## config.mk

```make
export PLATFORM = sky130hd
export DESIGN_NAME = count_timer_ctrl
export DESIGN_NICKNAME = d
export VERILOG_FILES = /design/src/rtl/count_timer_ctrl.sv
export SDC_FILE = /design/constraint.sdc
export NUM_CORES = 1
export LEC_CHECK = 0
export CORE_MARGIN = 1
export CORE_UTILIZATION = 58
export DETAILED_ROUTE_END_ITERATION = 10
export MAX_ROUTING_LAYER = met4
export PLACE_DENSITY = 0.81
export SYNTH_ARGS = -nofsm -noshare
export SYNTH_HDL_FRONTEND = slang
export SYNTH_SLANG_ARGS = --single-unit
```

## constraint.sdc

```tcl
create_clock -name clk -period 2.52 [get_ports clk]
set_input_delay 0.504 -clock clk [delete_from_list [all_inputs] [get_ports clk]]
set_output_delay 0.504 -clock clk [all_outputs]
set_load 0.005 [all_outputs]
```

## src/rtl/count_timer_ctrl.sv

```systemverilog
// rtl/count_timer_ctrl.sv - run/pause/clear sequencer for the two-digit BCD count shown on the digit decoders
// Optional build macro DONE_FLASH_EN: flash the display blank request while in DONE.
module count_timer_ctrl #(
  parameter int TICK_DIV = 50000000
) (
  input  logic       clk,
  input  logic       rst,
  input  logic       start_stop,
  input  logic       clear,
  input  logic       dir,
  input  logic [3:0] preset_ones,
  input  logic [3:0] preset_tens,
  output logic [3:0] ones,
  output logic [3:0] tens,
  output logic       running,
  output logic       done,
  output logic       tick,
  output logic       blank
);

  localparam int PW = (TICK_DIV > 2) ? $clog2(TICK_DIV) : 1;
  localparam logic [PW-1:0] PRE_MAX = PW'(TICK_DIV - 1);

  typedef enum logic [1:0] {
    S_IDLE  = 2'd0,
    S_RUN   = 2'd1,
    S_PAUSE = 2'd2,
    S_DONE  = 2'd3
  } state_t;

  state_t        state, state_n;
  logic [PW-1:0] pre, pre_n;
  logic [3:0]    ones_n, tens_n;
  logic [3:0]    step_ones, step_tens;
  logic [3:0]    clamp_ones, clamp_tens;
  logic          dir_q, dir_q_n;
  logic          tick_c;

  function automatic logic is_term(input logic d, input logic [3:0] t, input logic [3:0] o);
    is_term = d ? (t == 4'd0 && o == 4'd0) : (t == 4'd9 && o == 4'd9);
  endfunction

  assign clamp_ones = (preset_ones > 4'd9) ? 4'd9 : preset_ones;
  assign clamp_tens = (preset_tens > 4'd9) ? 4'd9 : preset_tens;

  // One BCD step in the latched direction; carry/borrow across the digit pair.
  always_comb begin
    step_ones = ones;
    step_tens = tens;
    if (!dir_q) begin
      if (ones == 4'd9) begin
        step_ones = 4'd0;
        step_tens = tens + 4'd1;
      end else begin
        step_ones = ones + 4'd1;
      end
    end else begin
      if (ones == 4'd0) begin
        step_ones = 4'd9;
        step_tens = tens - 4'd1;
      end else begin
        step_ones = ones - 4'd1;
      end
    end
  end

  always_comb begin
    state_n = state;
    pre_n   = pre;
    ones_n  = ones;
    tens_n  = tens;
    dir_q_n = dir_q;
    tick_c  = 1'b0;
    if (clear) begin
      dir_q_n = dir;
      ones_n  = dir ? clamp_ones : 4'd0;
      tens_n  = dir ? clamp_tens : 4'd0;
      pre_n   = '0;
      state_n = S_IDLE;
    end else begin
      case (state)
        S_IDLE: begin
          if (start_stop) begin
            dir_q_n = dir;
            if (is_term(dir, tens, ones)) begin
              state_n = S_DONE;
            end else begin
              state_n = S_RUN;
              pre_n   = '0;
            end
          end
        end
        S_RUN: begin
          // A pause request on the wrap cycle wins: no step, prescaler holds.
          if (start_stop) begin
            state_n = S_PAUSE;
          end else if (pre == PRE_MAX) begin
            pre_n  = '0;
            tick_c = 1'b1;
            if (!is_term(dir_q, tens, ones)) begin
              ones_n = step_ones;
              tens_n = step_tens;
            end
            if (is_term(dir_q, step_tens, step_ones) || is_term(dir_q, tens, ones)) begin
              state_n = S_DONE;
            end
          end else begin
            pre_n = pre + PW'(1);
          end
        end
        S_PAUSE: begin
          if (start_stop) state_n = S_RUN;
        end
        default: ;
      endcase
    end
  end

  always_ff @(posedge clk or negedge rst) begin
    if (!rst) begin
      state   <= S_IDLE;
      pre     <= '0;
      ones    <= 4'd0;
      tens    <= 4'd0;
      dir_q   <= 1'b0;
      running <= 1'b0;
      done    <= 1'b0;
    end else begin
      state   <= state_n;
      pre     <= pre_n;
      ones    <= ones_n;
      tens    <= tens_n;
      dir_q   <= dir_q_n;
      running <= (state_n == S_RUN);
      done    <= (state_n == S_DONE);
    end
  end

  assign tick = tick_c;

`ifdef DONE_FLASH_EN
  localparam int HALF = (TICK_DIV / 2 < 1) ? 1 : TICK_DIV / 2;
  localparam int FW   = (HALF > 1) ? $clog2(HALF) : 1;

  logic [FW-1:0] flash_cnt;
  logic          blank_q;

  // Leaving DONE (including via clear) drops blank and rearms the counter.
  always_ff @(posedge clk or negedge rst) begin
    if (!rst) begin
      flash_cnt <= '0;
      blank_q   <= 1'b0;
    end else if (state_n != S_DONE) begin
      flash_cnt <= '0;
      blank_q   <= 1'b0;
    end else if (state != S_DONE) begin
      flash_cnt <= '0;
      blank_q   <= 1'b1;
    end else if (flash_cnt == FW'(HALF - 1)) begin
      flash_cnt <= '0;
      blank_q   <= ~blank_q;
    end else begin
      flash_cnt <= flash_cnt + FW'(1);
    end
  end

  assign blank = blank_q;
`else
  assign blank = 1'b0;
`endif

endmodule

```

==> summary.txt <==
STA
  • Count of final setup violators: 0
  • Period utilization: 93.69%
  • Fmax: roughly 420 MHz
  • Max-slew violation count: 0
  • Minimum clock period: ~2.4 ns
  • Worst-Margin Slew: ~0.84 ns
  • RSZ-0062 raised after global routing: no
  • Final hold violation count: 0
  • Fin Clk Skew: around 0.010 ns
  • Max-slew headroom: between 40 and 50%

Global route
  • Initial antenna violation count: 0
  • All-Layer GR Usage: between 20 and 30%
  • Vias in the first global route: about 2400
  • First-pass GRT wire length: about 11 mm
  • GR Overflow Total: 0
  • Largest net degree at the start of global routing: 40

Die
  • Cell Rows: 24
  • Core area: 4354 sq um
  • # IOs: 25
  • Die H: between 60 and 70 um
  • Die ar.: 4812 sq um
  • Die W: between 60 and 70 um
  • Initial core utilization: roughly 60%

Worst setup path
  • Levels on crit path: 4
  • R2r endpoint: tens[0]$_DFFE_PN0P_
  • Buffers and inverters on the worst path: 1
  • Critical path class: reg2out
  • CP max FO: 7
  • Crit-path cells: nor4_2, nand2_1, nor4_2, dlygate4sd2_1
  • CP max stage cell: dfrtp_2
  • Critical Path AT: approximately 1.9 ns
  • Worst reg2reg path depth: 8
  • Critical Path End Type: output port
  • Reg2reg setup slack: approximately 0.2 ns
  • CP startpoint kind: flop
  • Slowest stage delay, CP: 0.45 ns
  • Most frequent CP cell: nor4_2
  • Critical Path RT: between 2 and 2.5 ns
  • Largest delay share family, worst path: simple AND/OR/NAND/NOR gates
  • RR Startpoint: pre[1]$_DFFE_PN0P_

Final layout
  • Most frequent cells in the layout: dfrtp_1 (38), nor2_1 (32), nand2_1 (29), o21ai_0 (29), buf_4 (22)
  • Most common cell after layout, fill and taps aside: dfrtp_1
  • Design Area, Final: around 3100 sq um
  • Area Overhead vs Synth: 19.30%
  • Layout cells sized above 1: around an eighth
  • Nets@finish: ~360
  • Diodes inserted: 0

Routing
  • Drt drc: 0
  • Detailed Routing Iterations Pass 1: 6
  • Post-DRT Antenna Nets: 0
  • Wire per inst: between 15 and 20 um
  • DRT iter0 DRCs: a little under 300
  • Final WL: roughly 6.5 mm
  • Drt via density: roughly 6.4
  • Vias: roughly 2500

Power and ir drop
  • Leakage: around 1.3 nW
  • Total Power: roughly 0.0015 W
  • Pwr dens: about 500 nW/um^2
  • VDD IR max: roughly 0.45 mV

Clocking
  • Longest Clk Path Bufs: 2
  • Clk Tree Root Cell: clkbuf_8
  • Clk sinks: 39
  • Max H-tree Level: 2
  • CTS tree: yes
  • Clk slew on worst S/H paths: around 0.08 ns
  • Worst-Skew Late Latency: about 0.30 ns
  • Num CTS Buffers: 5

Yosys
  • Cells after Synth: between 300 and 400
  • Synth Register Bits: 39
  • YS warnings: 0
  • Netlist cell types: 54
  • Synth Area per Inst: around 8.5 sq um
  • Syn Nets: 326
  • Syn Std Cell Area: between 2000 and 3000 sq um
  • Ys async rst share: 100.0%
  • Sequential share of the synthesized area: a little under two fifths
  • Top_reg_cell synth: dfrtp_1
  • Post-synth EDFFs: 0

Placed design
  • Placed Area: between 3000 and 4000 sq um
  • Port Buffer Count: 23
  • Hpwl dp: approximately 4.5 mm
  • RD Place Congestion: around 0.84

Job
  • MaxCap Viol Count: 0

Outcome
  • Outcome: finished clean

Min path
  • Worst min-delay path category: in2async
[cell type report]
| cell class | count | area, sq um |
|---|---|---|
| inverters | 6 | 22.52 |
| fillers | 339 | 1214 |
| flip-flops and latches | 39 | 977.2 |
| repair buffers | 46 | 409.1 |
| clock inverters | 1 | 7.507 |
| clock buffers | 7 | 96.34 |
| well taps | 52 | 65.06 |
| multi-input cells | 246 | 1563 |
[kinds of logic (layout without fill, tap and decap cells)]
| group | Yosys count | after routing | synth area share [%] |
|---|---|---|---|
| and+or+nand+nor | 145 | 145 | 30.32 |
| AOI/OAI and AO/OA | 73 | 73 | 17.82 |
| DFF | 39 | 39 | 37.07 |
| buffers and inverters | 23 | 60 | 4.467 |
| xor gates and xnor gates | 14 | 14 | 4.658 |
| muxes | 8 | 8 | 3.137 |
| adders and majority gates | 5 | 5 | 2.376 |
| other | 1 | 1 | 0.1424 |
[how the worst max path moves through the flow]
stage | slack [ns] | endpoint | start
2_1_floorplan | 0.37 | pre[14]$_DFFE_PN0P_ | ones[2]$_DFFE_PN0P_
3_3_place_gp | -0.05 | tick | clear
3_5_place_dp | -0.03 | tick | clear
4_1_cts | 0.21 | pre[22]$_DFFE_PN0P_ | start_stop
5_1_grt | 0.06 | pre[25]$_DFFE_PN0P_ | start_stop
6_report | 0.16 | tick | pre[11]$_DFFE_PN0P_
[worst register-to-register path, stage by stage, from the launching register on]
cell and delay (ns):
dfrtp_1 0.37, ha_1 0.18, and3_1 0.26, nand4_1 0.16, buf_4 0.19, nor3_2 0.40
nand3_1 0.15, or3_1 0.33, a31oi_1 0.19
[cell usage after synthesis, types with 4 or more instances]
| library cell | number | area share (%) |
|---|---|---|
| clkbuf_1 | 10 | 1.4 |
| nor2b_1 | 5 | 1.2 |
| and2_1 | 5 | 1.2 |
| mux2i_1 | 6 | 2.3 |
| xnor2_1 | 10 | 3.3 |
| nor3_1 | 7 | 1.3 |
| ha_1 | 5 | 2.4 |
| a31oi_1 | 4 | 0.95 |
| nor4_1 | 8 | 1.9 |
| nand2_1 | 29 | 4.1 |
| o21ai_0 | 29 | 5.5 |
| xor2_1 | 4 | 1.3 |
| nand4_1 | 9 | 2.1 |
| and4_1 | 4 | 1.3 |
| nor2_1 | 32 | 4.6 |
| dfrtp_1 | 39 | 37 |
| and3_1 | 6 | 1.4 |
| a21oi_1 | 14 | 2.7 |
| inv_1 | 6 | 0.86 |
| nand2b_1 | 6 | 1.4 |
| nand3_1 | 17 | 3.2 |
[per-layer routing]
metal	global-route usage, %	wire length (um)	vias up
met1	39.77	2975	1210
met4	11.11	136	0
met2	42.61	2971	120
met3	4.215	383	19
met5	-	0	-
li1	-	-	1197
[flip-flops by register name, summed over array words and instances (netlist names)]
name / flops
dir_q: 1
done: 1
ones: 4
pre: 26
running: 1
state: 2
tens: 4
[power breakdown]
group,switching (W),leakage (nW),internal [W]
registers,0.0000354,0.528,0.000648
clock network,0.000218,0.0505,0.000249
logic,0.000200,0.702,0.000178
total,0.000453,1.28,0.00107
[metrics by stage]
step                      setup TNS [ns]  hold slack [ns]  cells  utilization, %  setup slack [ns]
final                                  0           0.3051    397           72.13            0.1590
after detailed placement        -0.03159           0.4909    388           69.02          -0.03159
after global routing                   0           0.3790    397           72.13           0.05979
after CTS                              0           0.3311    397           72.01            0.2100
after floorplan                        0           0.2084    308               -            0.3711
after global placement          -0.05494           0.4875    388           69.02          -0.05494
[repair_timing]
item                                    4_1_cts  5_1_grt
endpoints found under the setup margin        1        5
hold buffers                                  0        0
resized for setup                             5        1
pin swaps                                     3        0
setup buffers                                 1        0
(Power assumes the default switching activity.)
